File: src/rtl/aukv_muldiv.sv
// aukv_muldiv -- iterative RV32/64 M-extension multiply/divide unit.
//
// Multiply: radix-2 shift-add on operand magnitudes, XLEN cycles, sign
// applied to the 2*XLEN-bit product on the last iteration.
// Divide:   restoring, one quotient bit per cycle on magnitudes; zero
// divisor and signed overflow are resolved at accept without iterating.
//
// Build option: define AUKV_MULDIV_DIV_EN to include the divider. Without
// it, ops 4..7 complete one cycle after accept with o_rd=0, o_err=1.
//
// Ports:
//   i_clk, i_rst        clock, synchronous active-high reset
//   i_valid / o_ready   request handshake (i_op, i_rs1, i_rs2)
//   i_flush             abandon in-flight or completed operation
//   o_valid / i_ready   result handshake (o_rd, o_err)
module aukv_muldiv #(
    parameter int XLEN = 32
) (
    input  logic            i_clk,
    input  logic            i_rst,
    input  logic            i_valid,
    output logic            o_ready,
    input  logic [2:0]      i_op,
    input  logic [XLEN-1:0] i_rs1,
    input  logic [XLEN-1:0] i_rs2,
    input  logic            i_flush,
    output logic            o_valid,
    input  logic            i_ready,
    output logic [XLEN-1:0] o_rd,
    output logic            o_err
);

    localparam int CW = $clog2(XLEN);

    typedef enum logic [1:0] {IDLE, CALC, DONE} state_t;

    state_t              state;
    logic [CW-1:0]       cnt;
    logic [1:0]          op_q;
    logic [XLEN-1:0]     opb_mag;   // multiplicand or divisor magnitude
    logic [2*XLEN-1:0]   acc;       // {hi, lo}: product, or {remainder, quotient}
    logic                neg_q;     // negate product / quotient at the end

    // Operand signedness for the incoming request. MUL only uses the low
    // half, which is identical for signed and unsigned operands.
    logic            rs1_sgn, rs2_sgn;
    logic [XLEN-1:0] a_mag, b_mag;

    always_comb begin
        rs1_sgn = i_rs1[XLEN-1] && (i_op == 3'd1 || i_op == 3'd2 ||
                                    i_op == 3'd4 || i_op == 3'd6);
        rs2_sgn = i_rs2[XLEN-1] && (i_op == 3'd1 || i_op == 3'd4 ||
                                    i_op == 3'd6);
        a_mag   = rs1_sgn ? -i_rs1 : i_rs1;
        b_mag   = rs2_sgn ? -i_rs2 : i_rs2;
    end

    // One shift-add step: add multiplicand into the high half when the
    // current multiplier bit (acc[0]) is set, then shift right by one.
    logic [XLEN:0]     mul_sum;
    logic [2*XLEN-1:0] mul_next, mul_fix;
    logic [XLEN-1:0]   mul_res;

    always_comb begin
        mul_sum  = {1'b0, acc[2*XLEN-1:XLEN]} + (acc[0] ? {1'b0, opb_mag} : '0);
        mul_next = {mul_sum, acc[XLEN-1:1]};
        mul_fix  = neg_q ? -mul_next : mul_next;
        mul_res  = (op_q == 2'd0) ? mul_fix[XLEN-1:0] : mul_fix[2*XLEN-1:XLEN];
    end

`ifdef AUKV_MULDIV_DIV_EN
    logic              is_div_q;
    logic              neg_r;
    logic [XLEN:0]     div_shift, div_diff;
    logic [2*XLEN-1:0] div_next;
    logic [XLEN-1:0]   quo, rem, div_res;
    logic              div_zero, div_ovf;

    // Restoring step: shift {rem, dividend} left, try subtracting the
    // divisor, keep the difference and set the quotient bit if it fits.
    always_comb begin
        div_shift = acc[2*XLEN-1:XLEN-1];
        div_diff  = div_shift - {1'b0, opb_mag};
        div_next  = div_diff[XLEN] ? {div_shift[XLEN-1:0], acc[XLEN-2:0], 1'b0}
                                   : {div_diff[XLEN-1:0],  acc[XLEN-2:0], 1'b1};
        quo       = neg_q ? -div_next[XLEN-1:0] : div_next[XLEN-1:0];
        rem       = neg_r ? -div_next[2*XLEN-1:XLEN] : div_next[2*XLEN-1:XLEN];
        div_res   = op_q[1] ? rem : quo;
        div_zero  = (i_rs2 == '0);
        div_ovf   = !i_op[0] && (i_rs1 == {1'b1, {(XLEN-1){1'b0}}}) && (i_rs2 == '1);
    end
`endif

    assign o_ready = (state == IDLE);
    assign o_valid = (state == DONE);

    always_ff @(posedge i_clk) begin
        if (i_rst) begin
            state   <= IDLE;
            cnt     <= '0;
            op_q    <= '0;
            opb_mag <= '0;
            acc     <= '0;
            neg_q   <= 1'b0;
            o_rd    <= '0;
            o_err   <= 1'b0;
`ifdef AUKV_MULDIV_DIV_EN
            is_div_q <= 1'b0;
            neg_r    <= 1'b0;
`endif
        end else begin
            case (state)
                IDLE: begin
                    if (i_valid && !i_flush) begin
                        op_q    <= i_op[1:0];
                        opb_mag <= b_mag;
                        acc     <= {{XLEN{1'b0}}, a_mag};
                        neg_q   <= rs1_sgn ^ rs2_sgn;
                        cnt     <= '0;
`ifdef AUKV_MULDIV_DIV_EN
                        is_div_q <= i_op[2];
                        neg_r    <= rs1_sgn;
                        if (i_op[2] && div_zero) begin
                            state <= DONE;
                            o_rd  <= i_op[1] ? i_rs1 : '1;
                        end else if (i_op[2] && div_ovf) begin
                            state <= DONE;
                            o_rd  <= i_op[1] ? '0 : i_rs1;
                        end else begin
                            state <= CALC;
                        end
`else
                        if (i_op[2]) begin
                            state <= DONE;
                            o_rd  <= '0;
                            o_err <= 1'b1;
                        end else begin
                            state <= CALC;
                        end
`endif
                    end
                end
                CALC: begin
                    if (i_flush) begin
                        state <= IDLE;
                        cnt   <= '0;
                    end else begin
                        cnt <= cnt + CW'(1);
`ifdef AUKV_MULDIV_DIV_EN
                        acc <= is_div_q ? div_next : mul_next;
`else
                        acc <= mul_next;
`endif
                        // Final iteration: sign-correct the value being
                        // produced this cycle so DONE needs no extra step.
                        if (cnt == CW'(XLEN-1)) begin
                            state <= DONE;
                            cnt   <= '0;
`ifdef AUKV_MULDIV_DIV_EN
                            o_rd  <= is_div_q ? div_res : mul_res;
`else
                            o_rd  <= mul_res;
`endif
                        end
                    end
                end
                DONE: begin
                    if (i_flush || i_ready) begin
                        state <= IDLE;
                        o_rd  <= '0;
                        o_err <= 1'b0;
                    end
                end
                default: state <= IDLE;
            endcase
        end
    end

endmodule

File: config.mk
export PLATFORM = sky130hd
export DESIGN_NAME = aukv_muldiv
export DESIGN_NICKNAME = d
export VERILOG_FILES = /design/src/rtl/aukv_muldiv.sv
export SDC_FILE = /design/constraint.sdc
export NUM_CORES = 1
export LEC_CHECK = 0
export ABC_AREA = 1
export CORE_MARGIN = 10
export CORE_UTILIZATION = 45
export CTS_CLUSTER_SIZE = 24
export DETAILED_ROUTE_END_ITERATION = 8
export SYNTH_ARGS = -nofsm -noshare
export SYNTH_HDL_FRONTEND = slang
export SYNTH_SLANG_ARGS = --single-unit
File: constraint.sdc
create_clock -name i_clk -period 3.3 [get_ports i_clk]
set_input_delay 0.33 -clock i_clk [delete_from_list [all_inputs] [get_ports i_clk]]
set_output_delay 0.33 -clock i_clk [all_outputs]
set_load 0.02 [all_outputs]
==> flow_summary.yaml, run 1 <==
floorplan:
  die_area_um2: 33600
  die_h_um: 183
  initial_core_util_pct: 46.0
  num_io_pins: 107
  core_um2: 26100
  rows: 59
  die_x_um: 183
pwr:
  p_sw_mw: 3.47
  clkPwrFrac_pct: 26.2
  sw_frac_of_total_pct: 45.2
  power.total_mw: 7.67
  vdd_drop_max_mv: 0.497
  comb_power_share_pct: 44.1
  power_density_nw_per_um2: 537
  p_leak_nw: 6.89
  cell_internal_pwr_mw: 4.20
  p_seq_share_pct: 29.7
detailed_routing:
  ant_nets: 0
  wl_per_cell_um: 17.1
  drc: 0
  drtIter0Drc: 1140
  first_pass_iters: 5
  viasPerCell: 5.38
  vias: 13700
  totalWireLength_mm: 43.6
place:
  dpl.hpwl_mm: 33.8
  dpl_worst_slack_ns: 0.109
  gp_congestion: 0.978
  dp.cells: 2516
  portBuffers: 106
  placed_cell_area_um2: 13500
global_routing:
  grtUsageTotal_pct: 25.5
  first_global_vias: 12900
  antenna_found_initial: 0
  grt_max_degree: 68
  grt-ovfl-total: 0
  grt_pass1_wl_mm: 69.0
clock_tree:
  htreeDepth: 4
  cts_hold_buffers: 0
  root_buffer: "clkbuf_16"
  cts.sinks: 139
  cts_tree: "done"
  numCtsBuffers: 17
  clk_pin_slew_worst_paths_ns: 0.07
  clk_latency_ns: 0.44
  clockBufferDepth: 2
timing:
  slew_headroom_pct: 35.8
  worst_pin_slew_ns: 0.962
  drv_slew: 0
  max_freq_mhz: 326
  finalSetupViolCount: 0
  finalCritPeriodShare_pct: 92.8
  setup_ws_ns: 0.237
  hold_viol: 0
  fin_crit_ns: 3.06
  skew_ns: 0.0178
critical_path:
  cp-start-kind: "register"
  critPathKind: "reg2reg"
  crit_required_ns: 3.61
  cp.arrival_ns: 3.37
  endpoint_kind: "register"
  crit_path_max_fanout: 16
layout:
  n_antenna_cell: 0
  drive_gt1_share_pct: 9.62
  fillers: 2730
  area_growth_pct: 18.9
  fin_area_um2: 14300
  final_cells: 2549
  finalNetCount: 2311
synth:
  synth.most_common_cell: "nand2_1"
  syn_area_per_cell_um2: 5.69
  synth-async-reset-ratio_pct: 0
  yosys_warnings: 0
  synth_commonest_cells: "646 x nand2_1, 287 x inv_1, 201 x nor2_1"
  synth-seq-area-share_pct: 23.2
  synth-edff-count: 0
  synth.largest_area_cell: "dfxtp_1"
  syn_inst: 2112
  ys_ff_latch: 139
  syn_nets: 2222
  syn_area_um2: 12000
  ys.flop_type: "dfxtp_1"
  ys_types: 45
  synthTopCellsByArea: "dfxtp_1 23%, nand2_1 20%, inv_1 9.0%"
  synth_top_area_share_pct: 23.2
run_status:
  outcome: "completed"
min_path:
  holdCritPathClass: "in2reg"
run:
  drv_cap: 0
-- power groups by stage --
stage	clock, mW	combinational (mW)	sequential [mW]
5_1_grt	2.10	3.79	2.31
3_3_place_gp	0	3.28	2.29
2_1_floorplan	0	2.27	2.20
4_1_cts	2.03	3.32	2.25
6_report	2.01	3.39	2.28
3_5_place_dp	0	3.31	2.29
-- flip-flops by register name, indices dropped and copies added, names as in the netlist --
| signal | count |
|---|---|
| o_err | 1 |
| acc | 64 |
| state | 2 |
| op_q | 2 |
| opb_mag | 32 |
| neg_q | 1 |
| o_rd | 32 |
| cnt | 5 |
-- cell type report --
| type | instances | area (um2) | area share, % |
|---|---|---|---|
| inverter | 311 | 1170 | 8.17 |
| sequential | 139 | 2790 | 19.5 |
| tap | 335 | 419 | 2.93 |
| clock buffer | 18 | 429 | 3.00 |
| clock inverter | 14 | 159 | 1.11 |
| timing repair buffer | 142 | 1360 | 9.51 |
| multi-input combinational | 1590 | 7960 | 55.7 |
-- final timing paths --
kind                        start               endpoint  slack [ns]  depth (start not counted)
max           acc[0]$_SDFFE_PP0P_  o_rd[29]$_SDFFE_PP0P_        0.24                         22
min                         i_rst   o_rd[6]$_SDFFE_PP0P_        0.30                          2
max reg2reg   acc[0]$_SDFFE_PP0P_  o_rd[29]$_SDFFE_PP0P_        0.24                         22
min reg2reg  o_rd[6]$_SDFFE_PP0P_   o_rd[6]$_SDFFE_PP0P_        0.47                          2
-- metrics by stage --
| stage | TNS (ns) | hold slack, ns | util [%] |
|---|---|---|---|
| after floorplan | 0 | 0.445 | - |
| after global placement | 0 | 0.453 | 51.7 |
| after detailed placement | 0 | 0.454 | 51.7 |
| after CTS | 0 | 0.286 | 53.9 |
| after global routing | -0.0731 | 0.311 | 54.7 |
| final | 0 | 0.302 | 54.7 |
-- critical path, stage by stage, from the launching register on --
cell       delay [ns]
dfxtp_4          0.37
clkbuf_16        0.18
nand2_1          0.08
inv_1            0.08
fa_2             0.42
nand2_1          0.08
nand3_1          0.07
nand3_1          0.13
nand2_2          0.11
nand2_1          0.10
nand2_2          0.14
nor2_4           0.16
nand2_1          0.08
nor2_2           0.13
nand2_2          0.11
clkinv_1         0.07
nand2_1          0.08
nor2_1           0.14
nand2_1          0.09
nand3_1          0.07
nand3_1          0.08
nand2_1          0.09
a21oi_1          0.05
-- placed cells by master, fill, tap and decap left out, drive strengths merged, types with 12 or more instances in the layout --
| master | instances |
|---|---|
| a21oi | 178 |
| inv | 313 |
| clkbuf | 19 |
| nand2 | 675 |
| xor2 | 30 |
| nand4 | 22 |
| dfxtp | 139 |
| o211ai | 13 |
| nor3 | 41 |
| nand3 | 160 |
| buf | 36 |
| xnor2 | 14 |
| o221ai | 12 |
| clkdlybuf4s50 | 105 |
| ha | 37 |
| nor2 | 223 |
| o21ai | 125 |
-- timing repair --
item,4_1_cts,5_1_grt
buffers inserted,0,0
setup endpoints to repair,0,20
gates resized for setup,0,50
-- cell families (layout without fill, tap and decap cells) --
group | Yosys count | after routing | share of synthesized area, %
simple gates | 1150 | 1150 | 41.1
flops | 139 | 139 | 23.2
xor+xnor | 44 | 44 | 3.21
buf+inv | 383 | 485 | 12.1
fa+ha+maj | 38 | 38 | 4.02
compound gates | 358 | 358 | 16.4
-- per-layer routing --
layer / track usage (%) / routed length, um / part of all wire (%) / vias up
li1: - / - / - / 6961
met1: 34.7 / 20700 / 47 / 6238
met2: 40.1 / 19000 / 44 / 434
met3: 3.83 / 2460 / 5.6 / 74
met4: 9.02 / 1430 / 3.3 / 0
met5: 0 / 0 / 0 / -
Power figures use the tool's default switching activity.
==> run 2: changes to the inputs <==
--- a/config.mk
+++ b/config.mk
@@ -10,6 +10,7 @@
 export CORE_UTILIZATION = 45
 export CTS_CLUSTER_SIZE = 24
 export DETAILED_ROUTE_END_ITERATION = 8
+export SLEW_MARGIN = 10
 export SYNTH_ARGS = -nofsm -noshare
 export SYNTH_HDL_FRONTEND = slang
 export SYNTH_SLANG_ARGS = --single-unit
==> results of run 2 <==
No change in the layout: final DEF, timing and power equal those of run 1.
==> run 3: changes to the inputs <==
--- a/config.mk
+++ b/config.mk
@@ -7,7 +7,7 @@
 export LEC_CHECK = 0
 export ABC_AREA = 1
 export CORE_MARGIN = 10
-export CORE_UTILIZATION = 45
+export CORE_UTILIZATION = 44
 export CTS_CLUSTER_SIZE = 24
 export DETAILED_ROUTE_END_ITERATION = 8
 export SLEW_MARGIN = 10
==> constraint.sdc (replaced) <==
create_clock -name i_clk -period 3.2 [get_ports i_clk]
set_input_delay 0.32 -clock i_clk [delete_from_list [all_inputs] [get_ports i_clk]]
set_output_delay 0.32 -clock i_clk [all_outputs]
set_load 0.02 [all_outputs]
==> flow_summary.yaml, run 3 (synthesized netlist as in run 1, its figures left out) <==
global_routing:
  grtUsageTotal_pct: 24.9
  grt-ovfl-total: 0
  grt_pass1_wl_mm: 67.3
  antenna_found_initial: 0
  grt_max_degree: 64
  first_global_vias: 12600
pwr:
  power_density_nw_per_um2: 545
  p_leak_nw: 6.86
  vdd_drop_max_mv: 0.469
  power.total_mw: 7.88
clock_tree:
  clk_pin_slew_worst_paths_ns: 0.07
  cts_tree: "done"
  root_buffer: "clkbuf_16"
  cts_hold_buffers: 0
  numCtsBuffers: 17
  clk_latency_ns: 0.45
  htreeDepth: 4
  clockBufferDepth: 2
  cts.sinks: 139
run_status:
  outcome: "completed"
floorplan:
  rows: 60
  die_h_um: 185
  initial_core_util_pct: 44.7
  num_io_pins: 107
  die_x_um: 185
  core_um2: 26900
  die_area_um2: 34300
detailed_routing:
  drc: 0
  first_pass_iters: 6
  totalWireLength_mm: 43.8
  viasPerCell: 5.35
  ant_nets: 0
  wl_per_cell_um: 17.1
  drtIter0Drc: 1164
  vias: 13700
critical_path:
  endpoint_kind: "register"
  path_cells: "buf_12 > nand2_1 > inv_1 > ha_1 > buf_4 > nand3_2 > nand3_4 > xnor2_4 > inv_1 > nor2_2 > nand2_1 > nor2_2 > nand2_2 > clkinv_1 > o21ai_0 > a31oi_1 > o21ai_0 > a21oi_1"
  cp_slowest_cell: "dfxtp_4"
  cp-start-kind: "register"
  critical-path-max-stage-delay_ns: 0.37
  cp.arrival_ns: 3.36
  critPathKind: "reg2reg"
  crit_required_ns: 3.57
  crit_path_max_fanout: 16
timing:
  hold_viol: 0
  drv_slew: 0
  skew_ns: 0.0208
  worst_pin_slew_ns: 0.972
  setup_tns_ns: 0
  finalSetupViolCount: 0
  max_freq_mhz: 334
  slew_headroom_pct: 35.2
  setup_ws_ns: 0.208
  finalCritPeriodShare_pct: 93.5
  fin_crit_ns: 2.99
layout:
  fin_area_um2: 14500
  reg_top3: "acc (64), o_rd (32), opb_mag (32)"
  finalNetCount: 2314
  drive_gt1_share_pct: 11.1
  top_register: "acc"
  n_antenna_cell: 0
  area_growth_pct: 20.4
  layout_commonest_cell: "nand2_1"
  final_cell_mix: "629 x nand2_1, 287 x inv_1, 182 x nor2_1"
  largest_reg_flops: 64
place:
  gp_congestion: 0.980
  dpl.hpwl_mm: 33.8
  portBuffers: 106
  dpl_worst_slack_ns: -0.0299
  placed_cell_area_um2: 13500
run:
  drv_cap: 0
min_path:
  holdCritPathClass: "in2reg"
[run 3: report_power, final]
group | switching [mW] | internal (mW) | leakage, nW
sequential | 0.327 | 2.01 | 1.13
combinational | 2.36 | 1.19 | 5.45
clock | 0.920 | 1.08 | 0.276
[run 3: cell type report]
cell class                      instances  area [um2]
Tap cell                              341         427
Sequential cell                       139        2790
Timing Repair Buffer                  145        1380
Clock buffer                           17         425
Multi-Input combinational cell       1590        8140
Inverter                              311        1170
Fill cell                            2873       12400
Clock inverter                         15         141
[run 3: through the flow]
step	util, %	hold slack, ns	cells
floorplan	-	0.445	2112
global placement	50.3	0.453	2522
detailed placement	50.3	0.457	2522
CTS	52.4	0.361	2554
global route	53.8	0.370	2558
finish	53.8	0.360	2558
[run 3: path summary, 6_finish.rpt]
check	endpoint	startpoint	slack (ns)	cells past startpoint
worst min register to register	o_rd[25]$_SDFFE_PP0P_	o_rd[25]$_SDFFE_PP0P_	0.46	2
worst min-delay path	o_rd[27]$_SDFFE_PP0P_	i_rst	0.36	2
worst max-delay path	o_rd[11]$_SDFFE_PP0P_	acc[0]$_SDFFE_PP0P_	0.21	18
worst max register to register	o_rd[11]$_SDFFE_PP0P_	acc[0]$_SDFFE_PP0P_	0.21	18
[run 3: worst max-delay path: cells and delay by family (launching register included)]
family	cells	cell delay, ns
adder cells (fa/ha/maj)	1	0.32
XOR/XNOR	1	0.24
buffers and inverters	5	0.54
AND/OR/NAND/NOR	7	0.70
flip-flops	1	0.37
AO/OA/AOI/OAI	4	0.75
[run 3: repair_timing]
action | 4_1_cts | 5_1_grt
gates cloned | 0 | 1
setup endpoints to repair | 2 | 22
buffers inserted | 0 | 3
gates resized for setup | 1 | 85
pin swaps | 0 | 11
[run 3: per-layer routing]
layer / global-route usage [%] / vias up / wire length [um]
li1: - / 6968 / -
met1: 34.6 / 6168 / 21000
met2: 37.9 / 487 / 18800
met3: 3.68 / 66 / 2550
met4: 8.94 / 0 / 1380
met5: 0 / - / 0
